--- src/rtl/fetch_sequencer_pkg.sv ---
// Shared types and constants for the fetch sequencer: FSM state encoding,
// opcode values, branch table geometry and the branch-condition helper.
package fetch_sequencer_pkg;

  typedef enum logic [1:0] {
    ST_IDLE   = 2'd0,
    ST_RUN    = 2'd1,
    ST_LDWAIT = 2'd2,
    ST_HALTED = 2'd3
  } state_t;

  localparam int INST_W    = 9;
  localparam int OP_W      = 4;
  localparam int LUT_DEPTH = 32;
  localparam int LUT_IDX_W = $clog2(LUT_DEPTH);

  localparam logic [OP_W-1:0] OP_CMP  = 4'b0111;
  localparam logic [OP_W-1:0] OP_BEQ  = 4'b1001;
  localparam logic [OP_W-1:0] OP_BGT  = 4'b1010;
  localparam logic [OP_W-1:0] OP_BLT  = 4'b1011;
  localparam logic [OP_W-1:0] OP_BR   = 4'b1100;
  localparam logic [OP_W-1:0] OP_LOAD = 4'b1110;
  localparam logic [OP_W-1:0] OP_HALT = 4'b1111;

  // Branch condition against the registered compare flags.
  function automatic logic branch_taken(input logic [OP_W-1:0] op,
                                        input logic eq_f,
                                        input logic gt_f,
                                        input logic lt_f);
    return (op == OP_BR)
         | ((op == OP_BEQ) & eq_f)
         | ((op == OP_BGT) & gt_f)
         | ((op == OP_BLT) & lt_f);
  endfunction

endpackage

--- src/rtl/fetch_sequencer_if.sv ---
// Bus between the sequencer and its environment (ROM, decoder, ALU, and
// whatever consumes the commit strobe). The sequencer is the slave side.
interface fetch_sequencer_if
  import fetch_sequencer_pkg::*;
#(
  parameter int PC_W  = 10,
  parameter int CNT_W = 16
) ();

  logic              Start;
  logic [INST_W-1:0] Inst;
  logic              Branch;
  logic              Halt;
  logic              MemToReg;
  logic              AluEq;
  logic              AluGt;
  logic              AluLt;
  logic [PC_W-1:0]   ProgCtr;
  logic              ExecEn;
  logic              Busy;
  logic              Done;
  logic [CNT_W-1:0]  InstCount;

  modport master (
    output Start, Inst, Branch, Halt, MemToReg, AluEq, AluGt, AluLt,
    input  ProgCtr, ExecEn, Busy, Done, InstCount
  );

  modport slave (
    input  Start, Inst, Branch, Halt, MemToReg, AluEq, AluGt, AluLt,
    output ProgCtr, ExecEn, Busy, Done, InstCount
  );

endinterface

--- src/rtl/fetch_sequencer_branch_lut.sv ---
// Branch target table: 5-bit index from the branch instruction selects an
// absolute PC. Targets are program constants; unlisted slots map to the
// index itself so a stray branch lands somewhere deterministic.
module fetch_sequencer_branch_lut
  import fetch_sequencer_pkg::*;
#(
  parameter int PC_W = 10
) (
  input  logic [LUT_IDX_W-1:0] i_idx,
  output logic [PC_W-1:0]      o_target
);

  // Constant lookup; targets wider than PC_W are truncated to the program space.
  always_comb begin
    o_target = PC_W'(i_idx);
    case (i_idx)
      5'd0:    o_target = PC_W'(0);
      5'd1:    o_target = PC_W'(8);
      5'd2:    o_target = PC_W'(12);
      5'd3:    o_target = PC_W'(20);
      5'd4:    o_target = PC_W'(32);
      5'd5:    o_target = PC_W'(2);
      5'd6:    o_target = PC_W'(40);
      5'd7:    o_target = PC_W'(64);
      default: o_target = PC_W'(i_idx);
    endcase
  end

endmodule

--- src/rtl/fetch_sequencer.sv ---
// Fetch sequencer for the 9-bit single-issue core. Owns the program counter,
// the start/done handshake, branch resolution with registered compare flags,
// the two-cycle LOAD stall and the retired-instruction counter.
//
// state     | meaning
// ----------+-----------------------------------------------------------
// ST_IDLE   | waiting for Start after reset, nothing commits
// ST_RUN    | executing the instruction at ProgCtr
// ST_LDWAIT | second cycle of a LOAD, memory data is written this cycle
// ST_HALTED | HALT retired, ProgCtr parked on it, Start relaunches
module fetch_sequencer
  import fetch_sequencer_pkg::*;
#(
  parameter int PC_W  = 10,
  parameter int CNT_W = 16
) (
  input  logic             Clk,
  input  logic             Reset,
  fetch_sequencer_if.slave bus
);

  state_t           r_state;
  logic [PC_W-1:0]  r_pc;
  logic             r_eq_f;
  logic             r_gt_f;
  logic             r_lt_f;
  logic [CNT_W-1:0] r_cnt;
  logic             r_busy;
  logic             r_done;

  logic [OP_W-1:0]  w_op;
  logic [PC_W-1:0]  w_pc_inc;
  logic [PC_W-1:0]  w_target;
  logic             w_taken;
  logic             w_exec_en;

  assign w_op     = bus.Inst[INST_W-1 -: OP_W];
  assign w_pc_inc = r_pc + PC_W'(1);
  assign w_taken  = branch_taken(w_op, r_eq_f, r_gt_f, r_lt_f);

  fetch_sequencer_branch_lut #(
    .PC_W (PC_W)
  ) u_branch_lut (
    .i_idx    (bus.Inst[LUT_IDX_W-1:0]),
    .o_target (w_target)
  );

  // Commit strobe: depends on the instruction presented this cycle, so it
  // cannot be registered; a LOAD withholds commit until its LDWAIT cycle.
  // Halt outranks a simultaneous MemToReg, matching the FSM priority.
  always_comb begin
    w_exec_en = 1'b0;
    case (r_state)
      ST_RUN:    w_exec_en = bus.Halt | ~bus.MemToReg;
      ST_LDWAIT: w_exec_en = 1'b1;
      default:   w_exec_en = 1'b0;
    endcase
  end

  // Sequencer FSM with PC, flags, retire counter and status flags.
  always_ff @(posedge Clk or posedge Reset) begin
    if (Reset) begin
      r_state <= ST_IDLE;
      r_pc    <= '0;
      r_eq_f  <= 1'b0;
      r_gt_f  <= 1'b0;
      r_lt_f  <= 1'b0;
      r_cnt   <= '0;
      r_busy  <= 1'b0;
      r_done  <= 1'b0;
    end else begin
      if (w_exec_en && (r_cnt != '1)) begin
        r_cnt <= r_cnt + CNT_W'(1);
      end

      case (r_state)
        ST_IDLE, ST_HALTED: begin
          if (bus.Start) begin
            r_state <= ST_RUN;
            r_pc    <= '0;
            r_eq_f  <= 1'b0;
            r_gt_f  <= 1'b0;
            r_lt_f  <= 1'b0;
            r_cnt   <= '0;
            r_busy  <= 1'b1;
            r_done  <= 1'b0;
          end
        end

        ST_RUN: begin
          if (bus.Halt) begin
            r_state <= ST_HALTED;
            r_busy  <= 1'b0;
            r_done  <= 1'b1;
          end else if (bus.MemToReg) begin
            r_state <= ST_LDWAIT;
          end else if (bus.Branch) begin
            r_pc <= w_taken ? w_target : w_pc_inc;
          end else begin
            if (w_op == OP_CMP) begin
              r_eq_f <= bus.AluEq;
              r_gt_f <= bus.AluGt;
              r_lt_f <= bus.AluLt;
            end
            r_pc <= w_pc_inc;
          end
        end

        ST_LDWAIT: begin
          r_state <= ST_RUN;
          r_pc    <= w_pc_inc;
        end

        default: begin
          r_state <= ST_IDLE;
          r_busy  <= 1'b0;
          r_done  <= 1'b0;
        end
      endcase
    end
  end

  assign bus.ProgCtr   = r_pc;
  assign bus.ExecEn    = w_exec_en;
  assign bus.Busy      = r_busy;
  assign bus.Done      = r_done;
  assign bus.InstCount = r_cnt;

endmodule

--- src/flat_wrapper.sv ---
// flat-port wrapper written by rule: the top's interface ports become plain ports
module fetch_sequencer_flat import fetch_sequencer_pkg::*;
#(
  parameter int PC_W  = 10,
  parameter int CNT_W = 16
)
  (Clk, Reset, bus_Start, bus_Inst, bus_Branch, bus_Halt, bus_MemToReg, bus_AluEq, bus_AluGt, bus_AluLt, bus_ProgCtr, bus_ExecEn, bus_Busy, bus_Done, bus_InstCount);
  fetch_sequencer_if #(.PC_W(PC_W), .CNT_W(CNT_W)) bus_i ();
  input  logic Clk;
  input  logic Reset;
  input wire logic [$bits(bus_i.Start)-1:0] bus_Start;
  input wire logic [$bits(bus_i.Inst)-1:0] bus_Inst;
  input wire logic [$bits(bus_i.Branch)-1:0] bus_Branch;
  input wire logic [$bits(bus_i.Halt)-1:0] bus_Halt;
  input wire logic [$bits(bus_i.MemToReg)-1:0] bus_MemToReg;
  input wire logic [$bits(bus_i.AluEq)-1:0] bus_AluEq;
  input wire logic [$bits(bus_i.AluGt)-1:0] bus_AluGt;
  input wire logic [$bits(bus_i.AluLt)-1:0] bus_AluLt;
  output wire logic [$bits(bus_i.ProgCtr)-1:0] bus_ProgCtr;
  output wire logic [$bits(bus_i.ExecEn)-1:0] bus_ExecEn;
  output wire logic [$bits(bus_i.Busy)-1:0] bus_Busy;
  output wire logic [$bits(bus_i.Done)-1:0] bus_Done;
  output wire logic [$bits(bus_i.InstCount)-1:0] bus_InstCount;
  assign bus_i.Start = bus_Start;
  assign bus_i.Inst = bus_Inst;
  assign bus_i.Branch = bus_Branch;
  assign bus_i.Halt = bus_Halt;
  assign bus_i.MemToReg = bus_MemToReg;
  assign bus_i.AluEq = bus_AluEq;
  assign bus_i.AluGt = bus_AluGt;
  assign bus_i.AluLt = bus_AluLt;
  assign bus_ProgCtr = bus_i.ProgCtr;
  assign bus_ExecEn = bus_i.ExecEn;
  assign bus_Busy = bus_i.Busy;
  assign bus_Done = bus_i.Done;
  assign bus_InstCount = bus_i.InstCount;
  fetch_sequencer #(.PC_W(PC_W), .CNT_W(CNT_W)) u_core (.Clk(Clk), .Reset(Reset), .bus(bus_i));
endmodule
--- config.mk ---
export PLATFORM = sky130hd
export DESIGN_NAME = fetch_sequencer_flat
export DESIGN_NICKNAME = d
export VERILOG_FILES = /design/src/rtl/fetch_sequencer_pkg.sv /design/src/rtl/fetch_sequencer_if.sv /design/src/rtl/fetch_sequencer_branch_lut.sv /design/src/rtl/fetch_sequencer.sv /design/src/flat_wrapper.sv
export SDC_FILE = /design/constraint.sdc
export NUM_CORES = 1
export LEC_CHECK = 0
export ABC_AREA = 1
export BUFFER_PORTS_ARGS = -buffer_cell sky130_fd_sc_hd__buf_2
export CAP_MARGIN = 20
export CORE_AREA = 2 2 63 71
export DETAILED_ROUTE_END_ITERATION = 8
export DIE_AREA = 0 0 65 73
export GPL_TIMING_DRIVEN = 0
export HOLD_SLACK_MARGIN = 0.03
export PLACE_DENSITY_LB_ADDON = 0.05
export SYNTH_ARGS = -nofsm -noshare
export SYNTH_HDL_FRONTEND = slang
export SYNTH_SLANG_ARGS = --single-unit
--- constraint.sdc ---
create_clock -name Clk -period 3.7 [get_ports Clk]
set_input_delay 0.74 -clock Clk [delete_from_list [all_inputs] [get_ports Clk]]
set_output_delay 0.74 -clock Clk [all_outputs]
set_load 0.1 [all_outputs]
==> impl_metrics.yaml, run 1 <==
worst_setup_path:
  start_kind: "flop"
  crit_path_end_kind: "output port"
  crit_arrival_ps: 1840
  crit_type: "reg -> out"
  cp.required_ps: 2960
  crit_fanout: 8
layout:
  n_antenna_cell: 0
  mostFrequentLayoutCell: "nand2_1"
  final_nets: 386
  drive_above_1_share_pct: 22.2
  n_fill_cell: 421
  layout_common_cells: "85 x nand2_1, 48 x buf_2, 42 x nor2_1, 34 x inv_1, 33 x dfrtp_1"
  syn2layout_area_growth_pct: 19.5
sta:
  period_share_pct: 69.6
  fmax_ghz: 0.388
  rsz0062_at_grt: "no"
  finalMaxSlewViolations: 0
  fin_skew_ps: 9.27
  period_minus_slack_ps: 2580
  tightest_slew_ps: 509
  slew_headroom_pct: 66.0
  worst_hold_slack_ps: 471
  setup_viol: 0
  final_hold_viol_count: 0
  setup_tns_ps: 0
clock_network:
  htree_num_levels: 2
  clkSlewWorstSetupHoldPaths_ps: 70
  postCtsHoldBufs: 0
  clock_sink_count: 33
  cts_setup_buffers: 0
  root_buffer: "clkbuf_8"
  cts_tree: "done"
  cts_buffer_depth: 2
  post_cts_resized: 0
  clkLatencyLatePin_ps: 290
  tritoncts.num_buffers: 5
placed_design:
  port_buffers: 46
  globalplace.congestion: 0.843
  dpl.hpwl_microns: 3780
floorplan:
  die_w_microns: 65
  die_h_microns: 73
  io_pins: 47
  start_util_pct: 53.3
  dieArea_sq_um: 4750
  coreArea_sq_um: 4100
  rows: 25
min_path:
  holdCritPathClass: "in -> async"
drt:
  drc_errors: 0
  vias: 2140
  drt_wl_total_microns: 4870
  drt_iter0_markers: 103
  post_drt_wl_per_cell_microns: 11.6
  first_pass_iters: 4
  via_per_inst: 5.11
  antenna_left: 0
grt:
  antenna_found_initial: 0
  track_usage_pct: 21.7
  grt_max_degree: 24
  first_global_vias: 1808
  gr-total-overflow: 0
  grt_pass1_wl_microns: 7910
synth:
  ys_ff_latch: 33
  synth_top_cells_by_area: "dfrtp_1 38%, nand2_1 15%, nor2_1 7.2%"
  synth.distinct_cells: 28
  synth-seq-area-share_pct: 37.8
  syn_avg_cell_area_sq_um: 7.04
  yosys_warnings: 0
  synth_cells: 310
  synth_top_area_share_pct: 37.8
  yosys.area.top_type: "dfrtp_1"
  synth_nets: 332
  synth_area_sq_um: 2180
flow_run:
  maxCapViolCount: 0
power:
  leakage_nw: 1.38
  ir_drop_uv: 577
  powerDensity_nw_per_um2: 710
run_status:
  status: "completed"
[path summary, 6_finish.rpt]
check                                                    from                           endpoint  slack, ps  cells after the start
worst max-delay path            u_core.r_state[0]$_DFFE_PP0P_                         bus_ExecEn       1120                      7
worst min-delay path                                    Reset  u_core.bus.InstCount[7]$_DFF_PP0_        470                      2
worst max register to register  u_core.r_state[0]$_DFFE_PP0P_          u_core.r_lt_f$_DFFE_PP0P_       1810                     11
worst min register to register      u_core.r_gt_f$_DFFE_PP0P_          u_core.r_gt_f$_DFFE_PP0P_        470                      2
max in group asynchronous                               Reset      u_core.r_state[1]$_DFFE_PP0P_       2740                      3
min in group Clk                    u_core.r_gt_f$_DFFE_PP0P_          u_core.r_gt_f$_DFFE_PP0P_        470                      2
[cells in the mapped netlist]
library cell / instances
nand2_1: 85
nor3_1: 4
o21ai_0: 13
a21oi_1: 13
a22oi_2: 2
a31oi_1: 2
buf_2: 2
a21oi_2: 1
nand4_1: 11
nand2_4: 2
or2_2: 1
xnor2_1: 1
nand3_1: 29
nor2_1: 42
nand3b_1: 2
nor2_4: 5
buf_4: 2
dfrtp_1: 33
o21ai_1: 1
buf_12: 1
xor2_1: 8
o21a_1: 1
o22ai_1: 1
nand2_2: 3
inv_1: 34
inv_2: 5
nor2_2: 2
ha_1: 4
[layer usage]
metal  track usage (%)  up-vias  part of all wire, %
met5                 0        -                    0
met4              7.80        0                  1.3
met3              4.17        7                  4.2
met2              39.7       42                   52
met1              25.1      985                   43
li1                  -     1106                    -
[stage by stage]
stage	area (sq um)	total power, W	cells	utilization (%)	worst slack (ps)
after floorplan	2180	0.00135	310	-	1450
after CTS	2610	0.00188	419	63.7	1100
final	2610	0.00185	419	63.7	1120
after global routing	2610	0.00198	419	63.7	1030
after global placement	2480	0.00156	410	60.5	1320
after detailed placement	2510	0.00157	411	61.2	1320
[critical path, stage by stage, from the launching register on]
cell and delay, ps:
dfrtp_1 350, inv_1 60, ha_1 280, buf_2 180
inv_2 90, nand2_2 80, inv_2 90, buf_2 430
[power by group]
part / leakage (nW) / internal (W) / total, W / switching [W]
sequential: 0.443 / 0.000428 / 0.000482 / 0.0000531
clock: 0.0542 / 0.000168 / 0.000304 / 0.000136
combinational: 0.882 / 0.000253 / 0.00107 / 0.000815
[area by class of cell]
| class | instances | area [sq um] | area share (%) |
|---|---|---|---|
| Buffer | 5 | 45.0 | 1.73 |
| Clock buffer | 7 | 96.3 | 3.69 |
| Clock inverter | 1 | 5.00 | 0.192 |
| Inverter | 39 | 146 | 5.61 |
| Multi-Input combinational cell | 233 | 1170 | 44.7 |
| Sequential cell | 33 | 826 | 31.6 |
| Tap cell | 54 | 67.6 | 2.59 |
| Timing Repair Buffer | 47 | 258 | 9.88 |
[cell families after synthesis]
| kind of cell | after synthesis | synth area share (%) |
|---|---|---|
| compound gates | 34 | 8.94 |
| xor+xnor | 9 | 3.61 |
| fa+ha+maj | 4 | 2.29 |
| buf+inv | 44 | 8.77 |
| flops | 33 | 37.8 |
| simple gates | 186 | 38.6 |
[state kept, by name, summed over array words and instances, names as in the netlist]
name / flops
u_core.bus.ProgCtr: 10
u_core.bus.Done: 1
u_core.bus.Busy: 1
u_core.r_lt_f: 1
u_core.r_eq_f: 1
u_core.bus.InstCount: 16
u_core.r_gt_f: 1
u_core.r_state: 2
Power figures use the tool's default switching activity.
==> run 2, diff against run 1 <==
--- a/config.mk
+++ b/config.mk
@@ -8,9 +8,9 @@
 export ABC_AREA = 1
 export BUFFER_PORTS_ARGS = -buffer_cell sky130_fd_sc_hd__buf_2
 export CAP_MARGIN = 20
-export CORE_AREA = 2 2 63 71
+export CORE_AREA = 2 2 64 72
 export DETAILED_ROUTE_END_ITERATION = 8
-export DIE_AREA = 0 0 65 73
+export DIE_AREA = 0 0 66 74
 export GPL_TIMING_DRIVEN = 0
 export HOLD_SLACK_MARGIN = 0.03
 export PLACE_DENSITY_LB_ADDON = 0.05
==> constraint.sdc (replaced) <==
create_clock -name Clk -period 2.6 [get_ports Clk]
set_input_delay 0.52 -clock Clk [delete_from_list [all_inputs] [get_ports Clk]]
set_output_delay 0.52 -clock Clk [all_outputs]
set_load 0.1 [all_outputs]
==> impl_metrics.yaml, run 2 (same netlist as run 1, synthesis figures left out) <==
grt:
  gr-total-overflow: 0
  grt_pass1_wl_microns: 8660
  antenna_found_initial: 0
  first_global_vias: 2005
  track_usage_pct: 23.0
  grt_max_degree: 20
layout:
  drive_above_1_share_pct: 22.2
  layout_common_cells: "85 x nand2_1, 48 x buf_2, 42 x nor2_1, 34 x inv_1, 33 x dfrtp_1"
  syn2layout_area_growth_pct: 19.5
  mostFrequentLayoutCell: "nand2_1"
  n_antenna_cell: 0
  largest_reg_flops: 16
  n_fill_cell: 412
  final_nets: 386
  final_util_pct: 62.3
  layout.cells.non_filler: 419
  final_area_sq_um: 2610
drt:
  vias: 2134
  drc_errors: 0
  antenna_left: 0
  drt_iter0_markers: 123
  drt_wl_total_microns: 5010
  first_pass_iters: 4
  post_drt_wl_per_cell_microns: 12.0
  via_per_inst: 5.09
placed_design:
  dpl.hpwl_microns: 3850
  globalplace.congestion: 0.846
  dp.cells: 411
  postPlaceCellArea_sq_um: 2510
  port_buffers: 46
sta:
  period_share_pct: 92.6
  period_minus_slack_ps: 2410
  final_hold_viol_count: 0
  rsz0062_at_grt: "no"
  tightest_slew_ps: 826
  slew_headroom_pct: 44.9
  finalMaxSlewViolations: 0
  fmax_ghz: 0.415
  setup_viol: 0
  setup_tns_ps: 0
  fin_skew_ps: 11.1
clock_network:
  clock_sink_count: 33
  clkLatencyLatePin_ps: 290
  cts_buffer_depth: 2
  clkSlewWorstSetupHoldPaths_ps: 80
  postCtsHoldBufs: 0
  post_cts_resized: 0
  htree_num_levels: 2
  root_buffer: "clkbuf_8"
  tritoncts.num_buffers: 5
  cts_setup_buffers: 0
  cts_tree: "done"
worst_setup_path:
  r2r_end: "u_core.r_lt_f$_DFFE_PP0P_"
  crit_fanout: 10
  crit_arrival_ps: 1890
  crit_path_end_kind: "output port"
  r2r_start: "u_core.r_state[0]$_DFFE_PP0P_"
  start_kind: "flop"
  ff2ff_path_depth: 11
  startpoint: "u_core.r_state[1]$_DFFE_PP0P_"
  crit_type: "reg -> out"
  cp.required_ps: 2080
  worst-r2r-setup-slack_ps: 720
floorplan:
  dieArea_sq_um: 4880
  die_w_microns: 66
  io_pins: 47
  die_h_microns: 74
  rows: 25
  start_util_pct: 52.1
  coreArea_sq_um: 4190
flow_run:
  maxCapViolCount: 0
min_path:
  holdCritPathClass: "in -> async"
power:
  powerDensity_nw_per_um2: 1020
  ir_drop_uv: 813
  finalPower_w: 0.00265
  leakage_nw: 1.38
run_status:
  status: "completed"
run 2: cell counts in the layout (fill, tap and decap cells not counted):
No cell type changed its count.
run 2: stage by stage:
step                      hold WS (ps)  worst slack, ps
after detailed placement           462              508
after CTS                          405              180
final                              384              191
after global placement             459              546
after global routing               447             59.3
after floorplan                    442              352
run 2: power breakdown:
part	switching, W	total (W)	internal (W)	leakage [nW]
clock network	0.000196	0.000436	0.000239	0.0542
logic	0.00117	0.00153	0.000361	0.882
registers	0.0000783	0.000688	0.000610	0.443
total	0.00144	0.00265	0.00121	1.38
run 2: metal layers:
| metal | up-vias | routed length, microns | track usage (%) |
|---|---|---|---|
| li1 | 1104 | - | - |
| met1 | 979 | 2130 | 26.5 |
| met5 | - | 0 | 0 |
| met2 | 43 | 2620 | 41.9 |
| met3 | 8 | 183 | 4.24 |
| met4 | 0 | 83 | 10.2 |
run 2: worst max path at each step:
| stage | cells after the start | to |
|---|---|---|
| 2_1_floorplan | 10 | u_core.bus.InstCount[13]$_DFF_PP0_ |
| 3_3_place_gp | 8 | bus_ExecEn |
| 3_5_place_dp | 8 | bus_ExecEn |
| 4_1_cts | 8 | bus_ExecEn |
| 5_1_grt | 8 | bus_ExecEn |
| 6_report | 8 | bus_ExecEn |
run 2: critical path, cell delays in order (launching register included):
cell and delay, ps:
dfrtp_1 380, inv_1 80, ha_1 170, buf_4 180, o21ai_0 110, nand2_1 80
nand2_2 80, inv_2 90, buf_2 430
run 2: cell type report:
cell class	count	area (sq um)	area share [%]
multi-input combinational	233	1170	44.7
tap	54	67.6	2.59
sequential	33	826	31.6
timing repair buffer	47	258	9.88
clock buffer	7	96.3	3.69
inverter	39	146	5.61
clock inverter	1	5.00	0.192
buffer	5	45.0	1.73
==> run 3, diff against run 2 <==
--- a/config.mk
+++ b/config.mk
@@ -8,12 +8,14 @@
 export ABC_AREA = 1
 export BUFFER_PORTS_ARGS = -buffer_cell sky130_fd_sc_hd__buf_2
 export CAP_MARGIN = 20
-export CORE_AREA = 2 2 64 72
+export CORE_AREA = 2 2 66 74
 export DETAILED_ROUTE_END_ITERATION = 8
-export DIE_AREA = 0 0 66 74
+export DIE_AREA = 0 0 68 76
 export GPL_TIMING_DRIVEN = 0
 export HOLD_SLACK_MARGIN = 0.03
 export PLACE_DENSITY_LB_ADDON = 0.05
+export REMOVE_ABC_BUFFERS = 1
 export SYNTH_ARGS = -nofsm -noshare
 export SYNTH_HDL_FRONTEND = slang
+export SYNTH_HIERARCHICAL = 1
 export SYNTH_SLANG_ARGS = --single-unit
==> impl_metrics.yaml, run 3 <==
drt:
  drc_errors: 0
  drt_wl_total_microns: 5390
  drt_iter0_markers: 101
  vias: 2339
  first_pass_iters: 5
  post_drt_wl_per_cell_microns: 11.6
  antenna_left: 0
  via_per_inst: 5.03
placed_design:
  globalplace.congestion: 0.794
  port_buffers: 46
  dpl.hpwl_microns: 4060
  postPlaceCellArea_sq_um: 2630
synth:
  synthArstFlopShare_pct: 100
  yosys.area.top_type: "dfrtp_1"
  syn_avg_cell_area_sq_um: 6.53
  synth-seq-area-share_pct: 34.9
  synth_top_cells_by_area: "dfrtp_1 35%, nand2_1 18%, inv_1 7.6%"
  synth_edf_count: 0
  ys_ff_latch: 33
  synth.distinct_cells: 33
  synth_flop_cell: "dfrtp_1"
  synth_area_sq_um: 2360
  synth.most_common_cell: "nand2_1"
  synth_cells: 362
  synth_top_area_share_pct: 34.9
  yosys_warnings: 6
  synth.top_cells.by_count: "111 x nand2_1, 48 x inv_1, 38 x nor2_1"
clock_network:
  clkSlewWorstSetupHoldPaths_ps: 70
  htree_num_levels: 2
  cts_tree: "done"
  cts_buffer_depth: 2
  postCtsHoldBufs: 0
  clock_sink_count: 33
  tritoncts.num_buffers: 5
  clkLatencyLatePin_ps: 280
  root_buffer: "clkbuf_8"
floorplan:
  start_util_pct: 52.7
  die_w_microns: 68
  dieArea_sq_um: 5170
  die_h_microns: 76
  rows: 26
  io_pins: 47
  coreArea_sq_um: 4490
power:
  finalPower_w: 0.00301
  ir_drop_uv: 927
  leakage_nw: 1.46
  powerDensity_nw_per_um2: 1110
layout:
  mostFrequentLayoutCell: "nand2_1"
  final_nets: 431
  final_util_pct: 60.6
  drive_above_1_share_pct: 18.3
  layout_common_cells: "111 x nand2_1, 48 x inv_1, 45 x buf_2, 38 x nor2_1, 35 x nand3_1"
  syn2layout_area_growth_pct: 15.1
  final_area_sq_um: 2720
  n_antenna_cell: 0
  largest_reg_flops: 16
grt:
  grt_max_degree: 24
  grt_pass1_wl_microns: 9140
  track_usage_pct: 22.5
  gr-total-overflow: 0
  first_global_vias: 2148
  antenna_found_initial: 0
sta:
  finalMaxSlewViolations: 0
  setup_viol: 0
  period_minus_slack_ps: 2470
  setup_tns_ps: 0
  fin_skew_ps: 8.53
  final_hold_viol_count: 0
  tightest_slew_ps: 511
  rsz0062_at_grt: "no"
  period_share_pct: 94.8
  fmax_ghz: 0.406
  slew_headroom_pct: 65.9
  worst_hold_slack_ps: 250
min_path:
  holdCritPathClass: "in -> async"
worst_setup_path:
  crit_path_max_incr_delay_ps: 430
  crit_arrival_ps: 1950
  crit_path_end_kind: "output port"
  cp.required_ps: 2080
  crit_chain: "inv_1 > ha_2 > o21ai_0 > nand2_2 > nand2_4 > inv_1 > clkbuf_4"
  path_common_cell: "inv_1"
  crit_type: "reg -> out"
  critPathSlowestCell: "ha_2"
  start_kind: "flop"
  crit_fanout: 21
run_status:
  status: "completed"
flow_run:
  maxCapViolCount: 0
==> run 3: cell count changes in the layout (fill, tap and decap cells not counted), sizes merged, moves of 2 or more <==
| cell | before | now |
|---|---|---|
| a21oi | 14 | 16 |
| a22oi | 2 | 0 |
| buf | 52 | 46 |
| conb | 0 | 3 |
| inv | 39 | 53 |
| nand2 | 90 | 117 |
| nand3 | 29 | 36 |
| nor2 | 49 | 45 |
| o211ai | 0 | 2 |
| o21ai | 14 | 19 |
| xor2 | 8 | 2 |
==> run 3: power by group <==
group          internal, W  switching [W]
Sequential        0.000639       0.000115
Clock             0.000210       0.000183
Combinational     0.000391        0.00147
Total              0.00124        0.00177
==> run 3: logic make-up (layout without fill, tap and decap cells) <==
| kind of cell | count (synthesis) | after routing | share of synthesized area [%] |
|---|---|---|---|
| buffers and inverters | 63 | 108 | 11.2 |
| AND/OR/NAND/NOR | 217 | 217 | 41.2 |
| XOR/XNOR | 4 | 4 | 1.48 |
| AO/OA/AOI/OAI | 40 | 40 | 8.89 |
| flip-flops | 33 | 33 | 34.9 |
| adder cells (fa/ha/maj) | 4 | 4 | 2.12 |
| other | 1 | 3 | 0.159 |
==> run 3: through the flow <==
stage | setup WS (ps) | cells
after global placement | 76.6 | 457
after global routing | 16.7 | 465
after CTS | 32.4 | 465
after floorplan | 245 | 355
final | 134 | 465
after detailed placement | 79.5 | 458
==> run 3: metal layers <==
layer / share of wire, % / global-route usage (%) / wire (microns) / vias up
met2: 50 / 38.0 / 2720 / 51
met3: 4.1 / 4.87 / 222 / 2
met4: 0.39 / 6.40 / 21 / 0
met1: 45 / 28.4 / 2420 / 1048
li1: - / - / - / 1238
met5: 0 / 0 / 0 / -
==> run 3: area by class of cell <==
type / count / area, sq um
well taps: 56 / 70.1
fillers: 431 / 1770
flip-flops and latches: 33 / 826
repair buffers: 47 / 253
inverters: 54 / 203
clock buffers: 7 / 86.3
multi-input cells: 268 / 1280
==> run 3: repair_timing <==
action / CTS / global route
setup endpoints to repair: 1 / 1
gates resized for setup: 1 / 1
buffers inserted: 0 / 0
==> run 3: final timing paths <==
check	end	depth (start not counted)	slack, ps	from
hold reg to reg	u_core/r_gt_f$_DFFE_PP0P_	2	480	u_core/r_gt_f$_DFFE_PP0P_
setup reg to reg	u_core/r_lt_f$_DFFE_PP0P_	10	490	u_core/r_state[0]$_DFFE_PP0P_
setup / recovery	bus_ExecEn	7	130	u_core/r_state[1]$_DFFE_PP0P_
hold / removal	u_core/bus.ProgCtr[0]$_DFFE_PP0P_	2	250	Reset
min in group Clk	u_core/r_eq_f$_DFFE_PP0P_	3	470	bus_AluEq
max in group asynchronous	u_core/bus.InstCount[3]$_DFF_PP0_	3	1850	Reset
==> run 3: critical path: cells and delay by family, from the launching register on <==
kind,cells,cell delay (ps)
buffers and inverters,3,470
and+or+nand+nor,2,180
adders and majority gates,1,430
DFF,1,390
AOI/OAI and AO/OA,1,190
